$ cat src/rtl/compute_sequencer.sv
// rtl/compute_sequencer.sv - array-side compute handshake responder for the N x N systolic grid
module compute_sequencer #(
   parameter int N  = 4,
   parameter int CW = $clog2(2*N),
   parameter int RW = $clog2(N)
) (
   input  logic          clk,
   input  logic          rst,
   input  logic          start_compute,
   input  logic [4:0]    instruction_i,
   output logic          systolic_array_done,
   output logic          busy,
   output logic          acc_clr,
   output logic          acc_en,
   output logic [N-1:0]  lane_valid,
   output logic [CW-1:0] feed_cnt,
   output logic          res_valid,
   output logic [RW-1:0] res_row
);

   typedef enum logic [2:0] {IDLE, CLEAR, FEED, FLUSH, DRAIN, DONE} state_t;

   localparam logic [CW-1:0] FEED_LAST  = CW'(2*N-2);
   localparam logic [CW-1:0] FLUSH_LAST = CW'(N-2);
   localparam logic [CW-1:0] DRAIN_LAST = CW'(N-1);

   state_t        state;
   state_t        nxt_state;
   logic [CW-1:0] cnt;
   logic [CW-1:0] nxt_cnt;
   logic [4:0]    instr_q;
   logic [4:0]    nxt_instr;
   logic          start_q;
   logic          req;
   logic [N-1:0]  lane_mask;

   always_comb begin
      req       = start_compute && !start_q;
      nxt_instr = instr_q;
      nxt_state = state;
      nxt_cnt   = cnt + 1'b1;
      case (state)
         IDLE: begin
            if (req) begin
               nxt_instr = instruction_i;
               case (instruction_i[1:0])
                  2'b01:   nxt_state = CLEAR;
                  2'b10:   nxt_state = DRAIN;
                  default: nxt_state = DONE;
               endcase
            end
         end
         CLEAR:   nxt_state = FEED;
         FEED:    if (cnt == FEED_LAST)  nxt_state = FLUSH;
         FLUSH:   if (cnt == FLUSH_LAST) nxt_state = DRAIN;
         DRAIN:   if (cnt == DRAIN_LAST) nxt_state = DONE;
         DONE:    nxt_state = IDLE;
         default: nxt_state = IDLE;
      endcase
      // Controller leaving COMPUTE mid-operation aborts without a done pulse.
      if (!start_compute && state != IDLE && state != DONE)
         nxt_state = IDLE;
      if (nxt_state != state || nxt_state == IDLE)
         nxt_cnt = '0;
   end

   // Lane i carries element k = t - i, valid only while 0 <= k <= N-1.
   always_comb begin
      lane_mask = '0;
      for (int i = 0; i < N; i++)
         lane_mask[i] = (nxt_state == FEED) && (int'(nxt_cnt) >= i) && (int'(nxt_cnt) <= i + N - 1);
   end

   always_ff @(posedge clk or negedge rst) begin
      if (!rst) begin
         state               <= IDLE;
         cnt                 <= '0;
         instr_q             <= '0;
         start_q             <= 1'b0;
         systolic_array_done <= 1'b0;
         busy                <= 1'b0;
         acc_clr             <= 1'b0;
         acc_en              <= 1'b0;
         lane_valid          <= '0;
         feed_cnt            <= '0;
         res_valid           <= 1'b0;
         res_row             <= '0;
      end else begin
         state               <= nxt_state;
         cnt                 <= nxt_cnt;
         instr_q             <= nxt_instr;
         start_q             <= start_compute;
         systolic_array_done <= (nxt_state == DONE);
         busy                <= (nxt_state != IDLE);
         acc_clr             <= (nxt_state == CLEAR) && !nxt_instr[2];
         acc_en              <= (nxt_state == FEED) || (nxt_state == FLUSH);
         lane_valid          <= lane_mask;
         feed_cnt            <= (nxt_state == FEED) ? nxt_cnt : '0;
         res_valid           <= (nxt_state == DRAIN);
         res_row             <= (nxt_state == DRAIN) ? nxt_cnt[RW-1:0] : '0;
      end
   end

endmodule

$ cat config.mk
export PLATFORM = sky130hd
export DESIGN_NAME = compute_sequencer
export DESIGN_NICKNAME = d
export VERILOG_FILES = /design/src/rtl/compute_sequencer.sv
export SDC_FILE = /design/constraint.sdc
export NUM_CORES = 1
export LEC_CHECK = 0
export CORE_ASPECT_RATIO = 0.6
export CORE_UTILIZATION = 35
export CTS_BUF_LIST = sky130_fd_sc_hd__clkbuf_16
export CTS_CLUSTER_DIAMETER = 200
export DETAILED_ROUTE_END_ITERATION = 12
export PLACE_DENSITY_LB_ADDON = 0.08
export SYNTH_ARGS = -nofsm -noshare
export SYNTH_HDL_FRONTEND = slang
export SYNTH_SLANG_ARGS = --single-unit
export TNS_END_PERCENT = 20
$ cat constraint.sdc
create_clock -name clk -period 1.8 [get_ports clk]
set_input_delay 0.36 -clock clk [delete_from_list [all_inputs] [get_ports clk]]
set_output_delay 0.36 -clock clk [all_outputs]
set_load 0.01 [all_outputs]
==> results.yml, run 1 <==
detailed_routing:
  drt-total-wl_mm: 2.12
  drc_errors: 0
  routed_via_density: 4.54
  drt_iter0_markers: 21
  ant_nets: 0
  wl_per_cell_um: 12.4
  vias: 777
  dr.pass1.iters: 4
worst_setup_path:
  cp-start-kind: "flop"
  cp_max_fo: 4
  critical-path-max-stage-delay_ns: 0.36
  worstSetupPathType: "reg -> reg"
  cp_slowest_cell: "dfrtp_1"
  cp.arrival_ns: 1.82
  cpMostUsedCell: "ha_1"
  rrSetupSlack_ns: 0.11
  cp_cell_sequence: "ha_1 > ha_1 > nand2b_1 > a221oi_4 > nand3_1 > nand4_1 > nor3_1"
  cp_data_required_time_ns: 1.93
  crit_path_end_kind: "flop"
global_route:
  grt_pass1_wl_mm: 3.48
  grtUsageTotal_pct: 15.0
  grt_max_degree: 23
  grt_overflow: 0
  antenna_found_initial: 0
  grt_pass1_vias: 721
synth:
  netlist_area_sq_mm: 0.00106
  synthArstFlopShare_pct: 100
  synth_edf_count: 0
  synth-seq-cells: 22
  syn_inst: 94
  syn_nets: 105
  synth-main-ff-cell: "dfrtp_1"
  synth_area_per_cell_sq_um: 11.2
  synth_cell_types: 37
  synth_seq_area_share_pct: 52.1
  ys_warn_count: 0
floorplan:
  dieHeight_um: 44.5
  rows: 15
  core_area_sq_mm: 0.00287
  fp.dieW_um: 72.9
  io_pins: 22
  start_util_pct: 36.8
  die_area_sq_mm: 0.00325
place:
  hpwl_mm: 1.61
  place_area_sq_mm: 0.00138
  portBuffers: 19
  gp_congestion: 0.782
finish:
  final_cell_mix: "22 x dfrtp_1, 18 x clkdlybuf4s50_1, 16 x buf_4, 10 x nor2_1, 6 x nor3_1"
  seq_area_sq_um: 551
  area_growth_pct: 42.2
  finalNetCount: 141
  final_common_cell: "dfrtp_1"
  fillers: 249
  drive_above_1_share_pct: 30.2
  multi_input_area_sq_um: 450
  n_antenna_cell: 0
  final_area_sq_mm: 0.00150
timing:
  setup_violations: 0
  drv_slew: 0
  worstMarginPinSlew_ns: 0.363
  period_needed_ns: 1.69
  finClkSkew_ns: 0.00220
  timing.hold.ws_ns: 0.363
  slew_headroom_pct: 75.5
  timing.fmax_mhz: 593
  hold_viol: 0
  rsz0062_at_grt: "yes"
  period_share_pct: 93.6
clock_tree:
  htree_levels: 1
  cts.sinks: 22
  clk_pin_slew_ns: 0.06
  root_buffer: "clkbuf_16"
  post-cts-setup-buffers: 0
  clockBufferDepth: 2
  clkLatencyLatePin_ns: 0.25
  cts_tree: "done"
  numCtsBuffers: 3
pwr:
  p_sw_mw: 0.436
  powerDensity_mw_per_mm2: 1090
  pwr-share-comb_pct: 26.4
  p_leak_nw: 0.671
  ir_drop_v: 0.000413
  sw_frac_of_total_pct: 26.6
  p_int_mw: 1.20
  seqPwrFrac_pct: 35.7
  clkPwrFrac_pct: 37.9
run_status:
  outcome: "completed"
min_path:
  hold_class: "in -> reg"
flow_run:
  drv_cap: 0
cell type report:
class | instances | area share (%)
sequential | 22 | 36.7
multi-input combinational | 60 | 30.0
timing repair buffer | 35 | 20.8
clock buffer | 3 | 5.00
tap | 42 | 3.50
clock inverter | 1 | 2.00
inverter | 8 | 2.00
routing by layer:
layer / track usage, % / wire (um) / up-vias
met2: 21.1 / 868 / 14
li1: - / - / 388
met1: 22.2 / 1140 / 373
met3: 5.47 / 100 / 2
met5: 0 / 0 / -
met4: 2.35 / 12 / 0
flip-flops by register name, indices dropped and copies added, names as in the netlist:
signal and flops:
acc_clr 1, acc_en 1, busy 1, cnt 3, feed_cnt 3, instr_q 1, lane_valid 4, res_row 2
res_valid 1, start_q 1, state 3, systolic_array_done 1
power groups by stage:
stage               Combinational, mW  Clock (mW)  Sequential [mW]
detailed placement              0.426           0            0.593
global placement                0.420           0            0.593
global route                    0.477       0.663            0.591
finish                          0.431       0.621            0.585
CTS                             0.428       0.639            0.584
floorplan                       0.253           0            0.593
synthesized netlist by cell type (all sizes together) (2+ instances only):
cell | number | share of area (%)
dfrtp | 22 | 52
nor2 | 12 | 4.7
nor3 | 9 | 5.8
inv | 8 | 2.8
nand2 | 5 | 2.0
buf | 4 | 3.6
o21ai | 4 | 1.9
ha | 3 | 3.6
nand2b | 3 | 1.8
nand3 | 3 | 1.9
and2 | 2 | 1.4
mux2 | 2 | 2.1
nand4 | 2 | 1.8
xor2 | 2 | 1.7
logic make-up after synthesis:
kind of cell	share of synthesized area, %
compound gates	10.9
buf+inv	6.40
simple gates	22.4
xor+xnor	2.49
mux	2.13
fa+ha+maj	3.55
flops	52.1
final timing paths:
kind	endpoint	cells past startpoint	from
worst min register to register	instr_q[2]	1	instr_q[2]
worst min-delay path	start_q	1	start_compute
worst max-delay path	res_row[1]	7	cnt[0]
max in group asynchronous	instr_q[2]	2	rst
worst max register to register	res_row[1]	7	cnt[0]
min in group asynchronous	lane_valid[2]	2	rst
worst max-delay path: cells and delay by family (launching register included):
family | cells | cell delay, ns
AO/OA/AOI/OAI | 1 | 0.31
adder cells (fa/ha/maj) | 2 | 0.30
flip-flops | 1 | 0.36
AND/OR/NAND/NOR | 4 | 0.58
stage by stage:
stage	instances	power (mW)	setup slack [ns]	utilization (%)	setup TNS, ns
after floorplan	94	0.846	0.233	-	0
after global placement	167	1.01	-0.156	48.1	-1.29
after detailed placement	167	1.02	-0.195	48.1	-1.75
after CTS	171	1.65	0.0644	51.8	0
after global routing	171	1.73	-0.0150	52.3	-0.0267
final	171	1.64	0.115	52.3	0
timing repair:
item	CTS	global route
hold buffers	0	0
setup endpoints to repair	0	10
endpoints found under the hold margin	0	0
resized for setup	0	5
No activity file was read; power rests on OpenSTA's default activity.
==> run 2, diff against run 1 <==
- CORE_MARGIN: default -> 4
- CTS_CLUSTER_DIAMETER: 200 -> default
==> results.yml, run 2 (synthesis results as in run 1) <==
place:
  gp_congestion: 0.889
  portBuffers: 19
  place_area_sq_mm: 0.00139
  hpwl_mm: 1.72
  dp_cells: 168
finish:
  drive_above_1_share_pct: 30.8
  final_cell_mix: "22 x dfrtp_1, 19 x clkdlybuf4s50_1, 17 x buf_4, 10 x nor2_1, 6 x nor3_1"
  area_growth_pct: 42.7
  largest_reg_flops: 4
  final_area_sq_mm: 0.00151
  finalNetCount: 142
  regMostFlops: "lane_valid"
  final_cells: 172
  n_antenna_cell: 0
  final_common_cell: "dfrtp_1"
floorplan:
  dieHeight_um: 50.5
  io_pins: 22
  die_area_sq_mm: 0.00399
  rows: 15
  start_util_pct: 36.8
  core_area_sq_mm: 0.00287
  fp.dieW_um: 78.9
timing:
  hold_viol: 0
  slew_headroom_pct: 75.2
  period_needed_ns: 1.70
  timing.fmax_mhz: 587
  setup_violations: 0
  rsz0062_at_grt: "yes"
  finClkSkew_ns: 0.00250
  drv_slew: 0
  period_share_pct: 94.7
  timing.hold.ws_ns: 0.460
  worstMarginPinSlew_ns: 0.372
worst_setup_path:
  startpoint: "start_compute"
  cp-start-kind: "input pin"
  crit_path_end_kind: "flop"
  worstSetupPathType: "in -> reg"
  rr_worst_depth: 7
  cp_max_fo: 5
  cp.arrival_ns: 1.85
  cp_data_required_time_ns: 1.94
  timing.rr.start: "cnt[0]"
global_route:
  grt_pass1_vias: 813
  grt_max_degree: 23
  grt_pass1_wl_mm: 3.78
  antenna_found_initial: 0
  grtUsageTotal_pct: 12.6
  grt_overflow: 0
pwr:
  pwr-share-comb_pct: 26.7
  clkPwrFrac_pct: 37.6
  p_leak_nw: 0.666
  sw_frac_of_total_pct: 26.6
  seqPwrFrac_pct: 35.7
  p_sw_mw: 0.437
  ir_drop_v: 0.000454
  p_int_mw: 1.20
  powerDensity_mw_per_mm2: 1090
clock_tree:
  numCtsBuffers: 3
  clk_pin_slew_ns: 0.06
  clockBufferDepth: 2
  cts_tree: "done"
  clkLatencyLatePin_ns: 0.25
  cts_hold_buffers: 0
  cts.sinks: 22
  htree_levels: 1
  post-cts-setup-buffers: 0
  root_buffer: "clkbuf_16"
flow_run:
  drv_cap: 0
run_status:
  outcome: "completed"
detailed_routing:
  routed_via_density: 4.66
  dr.pass1.iters: 4
  ant_nets: 0
  drt_iter0_markers: 42
  wl_per_cell_um: 13.0
  drt-total-wl_mm: 2.24
  vias: 801
  drc_errors: 0
min_path:
  hold_class: "in -> async"
==> run 2: power by group through the flow <==
stage          clock network [mW]  logic [mW]  registers [mW]
2_1_floorplan                   0       0.253           0.593
3_3_place_gp                    0       0.423           0.592
3_5_place_dp                    0       0.427           0.594
4_1_cts                     0.635       0.429           0.586
5_1_grt                     0.653       0.479           0.593
6_report                    0.617       0.439           0.586
==> run 2: final timing paths <==
| path | to | slack, ns |
|---|---|---|
| max | lane_valid[0] | 0.1 |
| min | res_row[1] | 0.46 |
| max reg2reg | res_row[1] | 0.13 |
| min reg2reg | instr_q[2] | 0.51 |
| max in group asynchronous | feed_cnt[1] | 1.12 |
| min in group clk | instr_q[2] | 0.51 |
==> run 2: routing by layer <==
layer	part of all wire [%]	vias up	GRT usage, %
met3	5.1	2	4.66
met2	43	21	17.7
met5	0	-	0
met1	52	387	17.8
li1	-	391	-
met4	0.36	0	4.00
==> run 2: worst max-delay path, stage by stage <==
cell             delay [ns]
clkdlybuf4s50_1        0.55
inv_2                  0.08
a211oi_1               0.24
o31a_2                 0.20
nand4_1                0.19
o21ba_1                0.23
==> run 2: repair_timing <==
item                                    4_1_cts  5_1_grt
endpoints found under the setup margin        0       12
hold endpoints to repair                      0        0
gates resized for setup                       0        4
==> run 2: cell type report <==
cell class,instances,area [sq um]
Sequential cell,22,551
Multi-Input combinational cell,60,450
Fill cell,258,1370
Timing Repair Buffer,36,318
Clock inverter,1,30.0
Clock buffer,3,75.1
Inverter,8,30.0
Tap cell,42,52.6
==> run 2: per-stage QoR <==
step | util, % | setup slack (ns) | TNS, ns | total power [mW]
2_1_floorplan | - | 0.233 | 0 | 0.846
3_3_place_gp | 48.4 | -0.113 | -0.856 | 1.02
3_5_place_dp | 48.4 | -0.159 | -1.26 | 1.02
4_1_cts | 52.0 | 0.0881 | 0 | 1.65
5_1_grt | 52.5 | -0.0105 | -0.0132 | 1.73
6_report | 52.5 | 0.0956 | 0 | 1.64
==> run 3, diff against run 2 <==
- SKIP_LAST_GASP: default -> 1
==> results.yml, run 3 (synthesis results as in run 1) <==
finish:
  multi_input_area_sq_um: 445
  n_antenna_cell: 0
  fillers: 258
  largest_reg_flops: 4
  regMostFlops: "lane_valid"
  final_area_sq_mm: 0.00150
  final_cell_mix: "22 x dfrtp_1, 19 x clkdlybuf4s50_1, 17 x buf_4, 10 x nor2_1, 7 x nor3_1"
  seq_area_sq_um: 551
  area_growth_pct: 42.2
  drive_above_1_share_pct: 30.0
  finalNetCount: 142
  final_common_cell: "dfrtp_1"
worst_setup_path:
  cp_max_fo: 5
  cp_slowest_cell: "clkdlybuf4s50_1"
  worstPathBufferInverterCount: 2
  critical_path_depth: 6
  critical-path-max-stage-delay_ns: 0.55
  cp_cell_sequence: "clkdlybuf4s50_1 > inv_2 > a211oi_1 > o31a_2 > nand4_1 > o21ba_1"
  path_delay_family: "compound AO/OA/AOI/OAI gates"
  cp-start-kind: "input pin"
  crit_path_end_kind: "flop"
  rr_worst_depth: 7
  cp.arrival_ns: 1.85
  worstSetupPathType: "in -> reg"
  cp_data_required_time_ns: 1.94
detailed_routing:
  drt_iter0_markers: 40
  vias: 792
  ant_nets: 0
  drc_errors: 0
  wl_per_cell_um: 13.0
  dr.pass1.iters: 4
  routed_via_density: 4.60
  drt-total-wl_mm: 2.23
global_route:
  grt_overflow: 0
  grt_pass1_wl_mm: 3.78
  antenna_found_initial: 0
  grtUsageTotal_pct: 12.6
  grt_max_degree: 23
  grt_pass1_vias: 813
timing:
  timing.fmax_mhz: 587
  setup_violations: 0
  slew_headroom_pct: 75.1
  period_share_pct: 94.7
  hold_viol: 0
  finClkSkew_ns: 0.00187
  fin_ws_ns: 0.0950
  worstMarginPinSlew_ns: 0.374
  drv_slew: 0
  rsz0062_at_grt: "yes"
  timing.hold.ws_ns: 0.460
  period_needed_ns: 1.70
  setup_tns_ns: 0
floorplan:
  core_area_sq_mm: 0.00287
  fp.dieW_um: 78.9
  io_pins: 22
  die_area_sq_mm: 0.00399
  rows: 15
  dieHeight_um: 50.5
  start_util_pct: 36.8
clock_tree:
  htree_levels: 1
  numCtsBuffers: 3
  cts.sinks: 22
  root_buffer: "clkbuf_16"
  cts_hold_buffers: 0
  cts_resized: 0
  post-cts-setup-buffers: 0
  clk_pin_slew_ns: 0.06
  clockBufferDepth: 2
  cts_tree: "done"
  clkLatencyLatePin_ns: 0.25
pwr:
  powerDensity_mw_per_mm2: 1090
  p_sw_mw: 0.433
  clkPwrFrac_pct: 37.8
  ir_drop_v: 0.000452
  sw_frac_of_total_pct: 26.5
  p_leak_nw: 0.664
  pwr-share-comb_pct: 26.4
  p_int_mw: 1.20
  seqPwrFrac_pct: 35.8
place:
  portBuffers: 19
  gp_congestion: 0.889
  place_area_sq_mm: 0.00139
  detailedPlace.worstSlack_ns: -0.159
  hpwl_mm: 1.72
min_path:
  hold_class: "in -> async"
run_status:
  outcome: "completed"
flow_run:
  drv_cap: 0
## run 3: final timing paths
check | slack, ns | end | startpoint
max in group asynchronous | 1.12 | state[0] | rst
max | 0.1 | lane_valid[0] | start_compute
min reg2reg | 0.51 | instr_q[2] | instr_q[2]
min | 0.46 | res_row[1] | rst
max reg2reg | 0.13 | res_row[1] | cnt[0]
min in group clk | 0.51 | instr_q[2] | instr_q[2]
## run 3: worst register-to-register path, stage by stage (launching register included)
cell	delay [ns]
dfrtp_1	0.37
ha_1	0.16
ha_1	0.15
nand2b_1	0.09
a221oi_4	0.30
nand3_1	0.16
nand4_1	0.23
nor3_1	0.09
## run 3: metrics by stage
stage          power, mW  util (%)  std cells
2_1_floorplan      0.846         -         94
3_3_place_gp        1.02      48.4        168
3_5_place_dp        1.02      48.4        168
4_1_cts             1.65      52.0        172
5_1_grt             1.72      52.3        172
6_report            1.64      52.3        172
## run 3: metal layers
| metal | track usage (%) | part of all wire [%] | routed length, um |
|---|---|---|---|
| met5 | 0 | 0 | 0 |
| met3 | 4.66 | 5.0 | 111 |
| met4 | 4.00 | 0.36 | 8 |
| met2 | 17.7 | 42 | 941 |
| met1 | 17.8 | 52 | 1170 |
## run 3: layout make-up
| cell class | count | share of cell area, % |
|---|---|---|
| Multi-Input combinational cell | 60 | 29.7 |
| Timing Repair Buffer | 36 | 21.2 |
| Sequential cell | 22 | 36.7 |
| Clock inverter | 1 | 2.00 |
| Inverter | 8 | 2.00 |
| Tap cell | 42 | 3.50 |
| Clock buffer | 3 | 5.00 |
## run 3: power by group through the flow
stage / logic [mW] / registers [mW] / clock network [mW]
4_1_cts: 0.429 / 0.586 / 0.635
5_1_grt: 0.475 / 0.593 / 0.653
6_report: 0.432 / 0.586 / 0.617
3_5_place_dp: 0.427 / 0.594 / 0
3_3_place_gp: 0.423 / 0.592 / 0
2_1_floorplan: 0.253 / 0.593 / 0
